[config.mk]
export PLATFORM = sky130hd
export DESIGN_NAME = branch_resolve
export DESIGN_NICKNAME = d
export VERILOG_FILES = /design/src/rtl/branch_resolve.sv
export SDC_FILE = /design/constraint.sdc
export NUM_CORES = 1
export LEC_CHECK = 0
export CORE_AREA = 5 5 127 129
export CTS_CLUSTER_SIZE = 8
export DETAILED_ROUTE_END_ITERATION = 16
export DIE_AREA = 0 0 132 134
export HOLD_SLACK_MARGIN = 0.08
export PLACE_DENSITY = 0.57
export SYNTH_ARGS = -nofsm -noshare
export SYNTH_HDL_FRONTEND = slang
export SYNTH_SLANG_ARGS = --single-unit
[constraint.sdc]
create_clock -name clk -period 1.8 [get_ports clk]
set_input_delay 0.54 -clock clk [delete_from_list [all_inputs] [get_ports clk]]
set_output_delay 0.54 -clock clk [all_outputs]
set_load 0.01 [all_outputs]
[src/rtl/branch_resolve.sv]
// rtl/branch_resolve.sv - execute-stage branch resolution, fetch redirect and pipeline flush
// Optional statistics counters are enabled by defining BRANCH_STATS_EN.
module branch_resolve #(
    parameter int XLEN         = 32,
    parameter int FLUSH_CYCLES = 2
) (
    input  logic            clk,
    input  logic            rst_n,
    input  logic            ex_valid,
    input  logic            ex_is_branch,
    input  logic            ex_is_jal,
    input  logic            ex_is_jalr,
    input  logic [2:0]      ex_funct3,
    input  logic [XLEN-1:0] ex_pc,
    input  logic [XLEN-1:0] ex_imm,
    input  logic [XLEN-1:0] ex_rs1,
    input  logic            br_eq,
    input  logic            br_lt,
    output logic            brun_sel,
    output logic            redirect_valid,
    output logic [XLEN-1:0] redirect_pc,
    input  logic            redirect_ready,
    output logic            flush_o,
    output logic            ex_stall,
`ifdef BRANCH_STATS_EN
    output logic [31:0]     stat_resolved,
    output logic [31:0]     stat_taken,
`endif
    output logic            illegal_br
);

    typedef enum logic [1:0] {
        IDLE,
        REDIRECT,
        FLUSH
    } state_t;

    localparam logic [3:0] CNT_INIT = 4'(FLUSH_CYCLES - 1);

    state_t          state, state_nxt;
    logic [3:0]      cnt, cnt_nxt;
    logic [XLEN-1:0] redirect_pc_nxt;
    logic            illegal_nxt;

    logic            sel_jalr, sel_jal, sel_br;
    logic            br_cond, reserved_f3, taken;
    logic [XLEN-1:0] jalr_sum, target;

    assign brun_sel = (ex_funct3[2:1] == 2'b11);

    // Instruction class with JALR > JAL > branch priority.
    assign sel_jalr = ex_is_jalr;
    assign sel_jal  = !ex_is_jalr && ex_is_jal;
    assign sel_br   = !ex_is_jalr && !ex_is_jal && ex_is_branch;

    assign reserved_f3 = (ex_funct3[2:1] == 2'b01);

    always_comb begin
        br_cond = 1'b0;
        case (ex_funct3)
            3'b000:         br_cond = br_eq;
            3'b001:         br_cond = !br_eq;
            3'b100, 3'b110: br_cond = br_lt;
            3'b101, 3'b111: br_cond = !br_lt;
            default:        br_cond = 1'b0;
        endcase
    end

    assign taken    = sel_jalr || sel_jal || (sel_br && br_cond);
    assign jalr_sum = ex_rs1 + ex_imm;
    assign target   = sel_jalr ? {jalr_sum[XLEN-1:1], 1'b0} : (ex_pc + ex_imm);

    always_comb begin
        state_nxt       = state;
        cnt_nxt         = cnt;
        redirect_pc_nxt = redirect_pc;
        illegal_nxt     = 1'b0;
        case (state)
            IDLE: begin
                if (ex_valid) begin
                    illegal_nxt = sel_br && reserved_f3;
                    if (taken) begin
                        redirect_pc_nxt = target;
                        state_nxt       = REDIRECT;
                    end
                end
            end
            REDIRECT: begin
                if (redirect_ready) begin
                    cnt_nxt   = CNT_INIT;
                    state_nxt = FLUSH;
                end
            end
            FLUSH: begin
                if (cnt == 4'd0) begin
                    state_nxt = IDLE;
                end else begin
                    cnt_nxt = cnt - 4'd1;
                end
            end
            default: state_nxt = IDLE;
        endcase
    end

    always_ff @(posedge clk or negedge rst_n) begin
        if (!rst_n) begin
            state       <= IDLE;
            cnt         <= 4'd0;
            redirect_pc <= '0;
            illegal_br  <= 1'b0;
        end else begin
            state       <= state_nxt;
            cnt         <= cnt_nxt;
            redirect_pc <= redirect_pc_nxt;
            illegal_br  <= illegal_nxt;
        end
    end

    assign redirect_valid = (state == REDIRECT);
    assign flush_o        = (state == FLUSH);
    assign ex_stall       = (state != IDLE);

`ifdef BRANCH_STATS_EN
    logic resolve_evt, taken_evt;

    assign resolve_evt = (state == IDLE) && ex_valid && (ex_is_branch || ex_is_jal || ex_is_jalr);
    assign taken_evt   = (state == IDLE) && (state_nxt == REDIRECT);

    // Saturating counters: they stick at all-ones rather than wrap.
    always_ff @(posedge clk or negedge rst_n) begin
        if (!rst_n) begin
            stat_resolved <= '0;
            stat_taken    <= '0;
        end else begin
            if (resolve_evt && (stat_resolved != 32'hFFFF_FFFF)) begin
                stat_resolved <= stat_resolved + 32'd1;
            end
            if (taken_evt && (stat_taken != 32'hFFFF_FFFF)) begin
                stat_taken <= stat_taken + 32'd1;
            end
        end
    end
`endif

endmodule

==> out/qor.txt <==
# DRC: 0
WL final: 22200 um
DR WL/cell: 17.8 um
CTS Buf Count: 5
Chip height: 134 um
Root buf cell: clkbuf_16
Tightest Pin Transition: 0.537 ns
Switching part of the total: 0.379
Dominant register cell in the synthesized netlist: dfrtp_1
DR vias: 6634
PnR worst setup slack: -0.903 ns
Clk sinks: 39
First-pass GRT wire length: 35100 um
Initial Util: 0.340
Io pins: 145
Vias per Instance: 5.31
CP max stage cell: a2111oi_4
Gr usage total: 0.238
Die area: 0.0177 mm2
Crit-path cells: buf_6, and2_4, fa_2, a21o_1, a221oi_4, o2111ai_2, nand4_1, o21ai_2, buf_6, a2111oi_4, o41ai_2, a211o_1
Max-cap viol count: 0
WP data arrival: 2.88 ns
Post-synth ARST share: 1.00
Diodes inserted: 0
Failing checks: setup timing
Sequential fraction of the synthesis area: 0.192
Total grt overflow: 0
Number of flops mapped to enable cells by yosys: 0
Status: complete, but fails checks
Final Setup Violations: 27
Post-Syn Instances: 669
Number of warnings issued by yosys: 0
Setup CP Type: in -> reg
Peak supply drop: 444 uV
Startpoint Class: input port
Worst EP required: 1.97 ns
Area grow syn2layout: 105%
H-tree levels: 2
RSZ-0062 raised after global routing: true
Unique masters post-synth: 68
Power Dens Cells: 756 mW/mm2
DR iter-0 viols: 430
Area of the core: 0.0149 mm2
Final min period: 2.70 ns
Top cell by count, worst path: buf_6
Static Leak: 4.72 nW
Worst slew margin: 0.642
Die span in x: 132 um
CTS tree: done
Worst stage delay on the critical path: 0.37 ns
CP Capture Type: flop
Post-DP HPWL: 17100 um
Port Buffer Count: 144
Setup Skew: 0.00584 ns
Routability cong.: 0.884
Skew-Pair Late Insertion Delay: 0.28 ns
Clk buf depth: 2
Number of global-route vias before repair: 6942
Clock power frac: 0.148
Fin. max-slew vios: 0
Max Freq: 370 MHz
Layout cells sized above 1: 0.488
Clock Pin Slew Worst Setup and Hold Paths: 0.06 ns
Largest net degree at the start of global routing: 40
Number of core rows: 45
Logic pwr share: 0.653
Syn Area/Cell: 7.58 um2
Commonest non-fill, non-tap cell in the layout: buf_4
Final #Nets: 1233
Total internal power: 4.89 mW
Synth Register Bits: 39
Most frequent cells in the layout: buf_4 (230), clkdlybuf4s50_1 (67), nand2_1 (64)
Final ANT Viol Nets: 0
Final instance area: 0.0104 mm2
Syn nets: 841
Drt pass-1 iters: 5
Crit path max fanout: 2
Worst Hold Class: in -> async
Sequential share of power: 0.199
Placed Area: 0.00867 mm2
Synthesized area: 0.00507 mm2
Hold Fails Final Rpt: 0
Net switching power: 2.98 mW
Hold buffer count at CTS: 0
Initial antenna violation count: 0
Post-layout power: 7.87 mW
Fin crit share: 1.50
==> logic make-up after synthesis <==
group,after synthesis,share of synthesized area
compound gates,244,0.312
xor+xnor,53,0.0915
fa+ha+maj,64,0.161
flops,39,0.192
mux,6,0.0121
buf+inv,46,0.0360
simple gates,217,0.196
==> synthesized netlist by cell type, types with 3 or more instances <==
| library cell | count | area, um2 |
|---|---|---|
| a2111oi_0 | 4 | 35.0 |
| a211o_1 | 3 | 26.3 |
| a211oi_1 | 8 | 60.1 |
| a21o_1 | 31 | 233 |
| a21oi_1 | 74 | 370 |
| a221o_1 | 3 | 30.0 |
| a31oi_1 | 10 | 62.6 |
| and2_1 | 4 | 25.0 |
| and3_1 | 10 | 62.6 |
| clkbuf_1 | 22 | 82.6 |
| dfrtp_1 | 39 | 976 |
| ha_1 | 62 | 776 |
| inv_1 | 20 | 75.1 |
| mux2i_1 | 5 | 50.1 |
| nand2_1 | 74 | 278 |
| nand2b_1 | 5 | 31.3 |
| nand3_1 | 20 | 100 |
| nand4_1 | 9 | 56.3 |
| nor2_1 | 59 | 221 |
| nor2b_1 | 6 | 37.5 |
| nor3_1 | 15 | 75.1 |
| nor3b_1 | 3 | 22.5 |
| nor4_1 | 3 | 18.8 |
| o2111ai_1 | 4 | 35.0 |
| o211ai_1 | 4 | 30.0 |
| o21a_1 | 5 | 37.5 |
| o21ai_0 | 49 | 245 |
| o21ai_1 | 7 | 35.0 |
| o21ai_2 | 3 | 26.3 |
| o21bai_1 | 7 | 52.6 |
| o31ai_1 | 5 | 37.5 |
| or3_1 | 3 | 18.8 |
| xnor2_1 | 29 | 254 |
| xor2_1 | 24 | 210 |
==> path summary, 6_finish.rpt <==
| kind | startpoint | end | slack, ns | cells after the start |
|---|---|---|---|---|
| worst max-delay path | ex_rs1[0] | redirect_pc[28] | -0.90 | 12 |
| worst min-delay path | rst_n | redirect_pc[3] | 0.33 | 2 |
| worst max register to register | state[1] | redirect_pc[25] | 0.12 | 6 |
| worst min register to register | redirect_pc[1] | redirect_pc[1] | 0.49 | 2 |
| max in group asynchronous | rst_n | state[1] | 1.09 | 2 |
| min in group clk | redirect_pc[1] | redirect_pc[1] | 0.49 | 2 |
==> power groups by stage <==
stage	Sequential, mW	Clock (mW)	Combinational (mW)
6_report	1.57	1.16	5.14
4_1_cts	1.55	1.18	4.92
3_3_place_gp	1.54	0	4.09
2_1_floorplan	1.65	0	1.83
5_1_grt	1.60	1.22	5.51
3_5_place_dp	1.56	0	4.15
==> critical path, delay by kind of cell <==
family / cells / cell delay [ns]
AO/OA/AOI/OAI: 7 / 1.44
adder cells (fa/ha/maj): 1 / 0.34
buffers and inverters: 2 / 0.22
AND/OR/NAND/NOR: 2 / 0.32
==> flip-flops by register name (all words and copies together), names as in the netlist <==
signal	cells
redirect_pc	32
state	2
illegal_br	1
cnt	4
==> repair_timing <==
action / in CTS / in global routing
buffers inserted: 40 / 14
setup endpoints to repair: 37 / 33
cloned: 5 / 0
pin swaps: 155 / 98
gates resized for setup: 373 / 90
==> per-stage QoR <==
stage                     setup slack [ns]  setup TNS (ns)  hold WS (ns)   util  std cells
after detailed placement             -1.72          -43.49         0.476  0.581       1189
after floorplan                     -0.955          -14.89         0.244      -        669
final                               -0.903          -18.44         0.327  0.697       1250
after global routing                 -1.02          -20.56         0.378  0.697       1250
after CTS                           -0.971          -19.01         0.339  0.670       1239
after global placement               -1.69          -42.03         0.466  0.581       1189
==> area by class of cell <==
type	count	area (um2)
Sequential cell	39	977
Clock inverter	2	60.1
Multi-Input combinational cell	584	5340
Clock buffer	6	129
Timing Repair Buffer	411	3580
Fill cell	1169	4520
Tap cell	188	235
Inverter	20	78.8
==> routing by layer <==
| metal | routed length (um) | vias up | global-route usage |
|---|---|---|---|
| li1 | - | 3264 | - |
| met1 | 10500 | 3177 | 0.331 |
| met2 | 10500 | 166 | 0.404 |
| met3 | 856 | 27 | 0.0199 |
| met4 | 382 | 0 | 0.0474 |
| met5 | 0 | - | 0 |
Note: power is estimated with default switching activity, not from simulation.
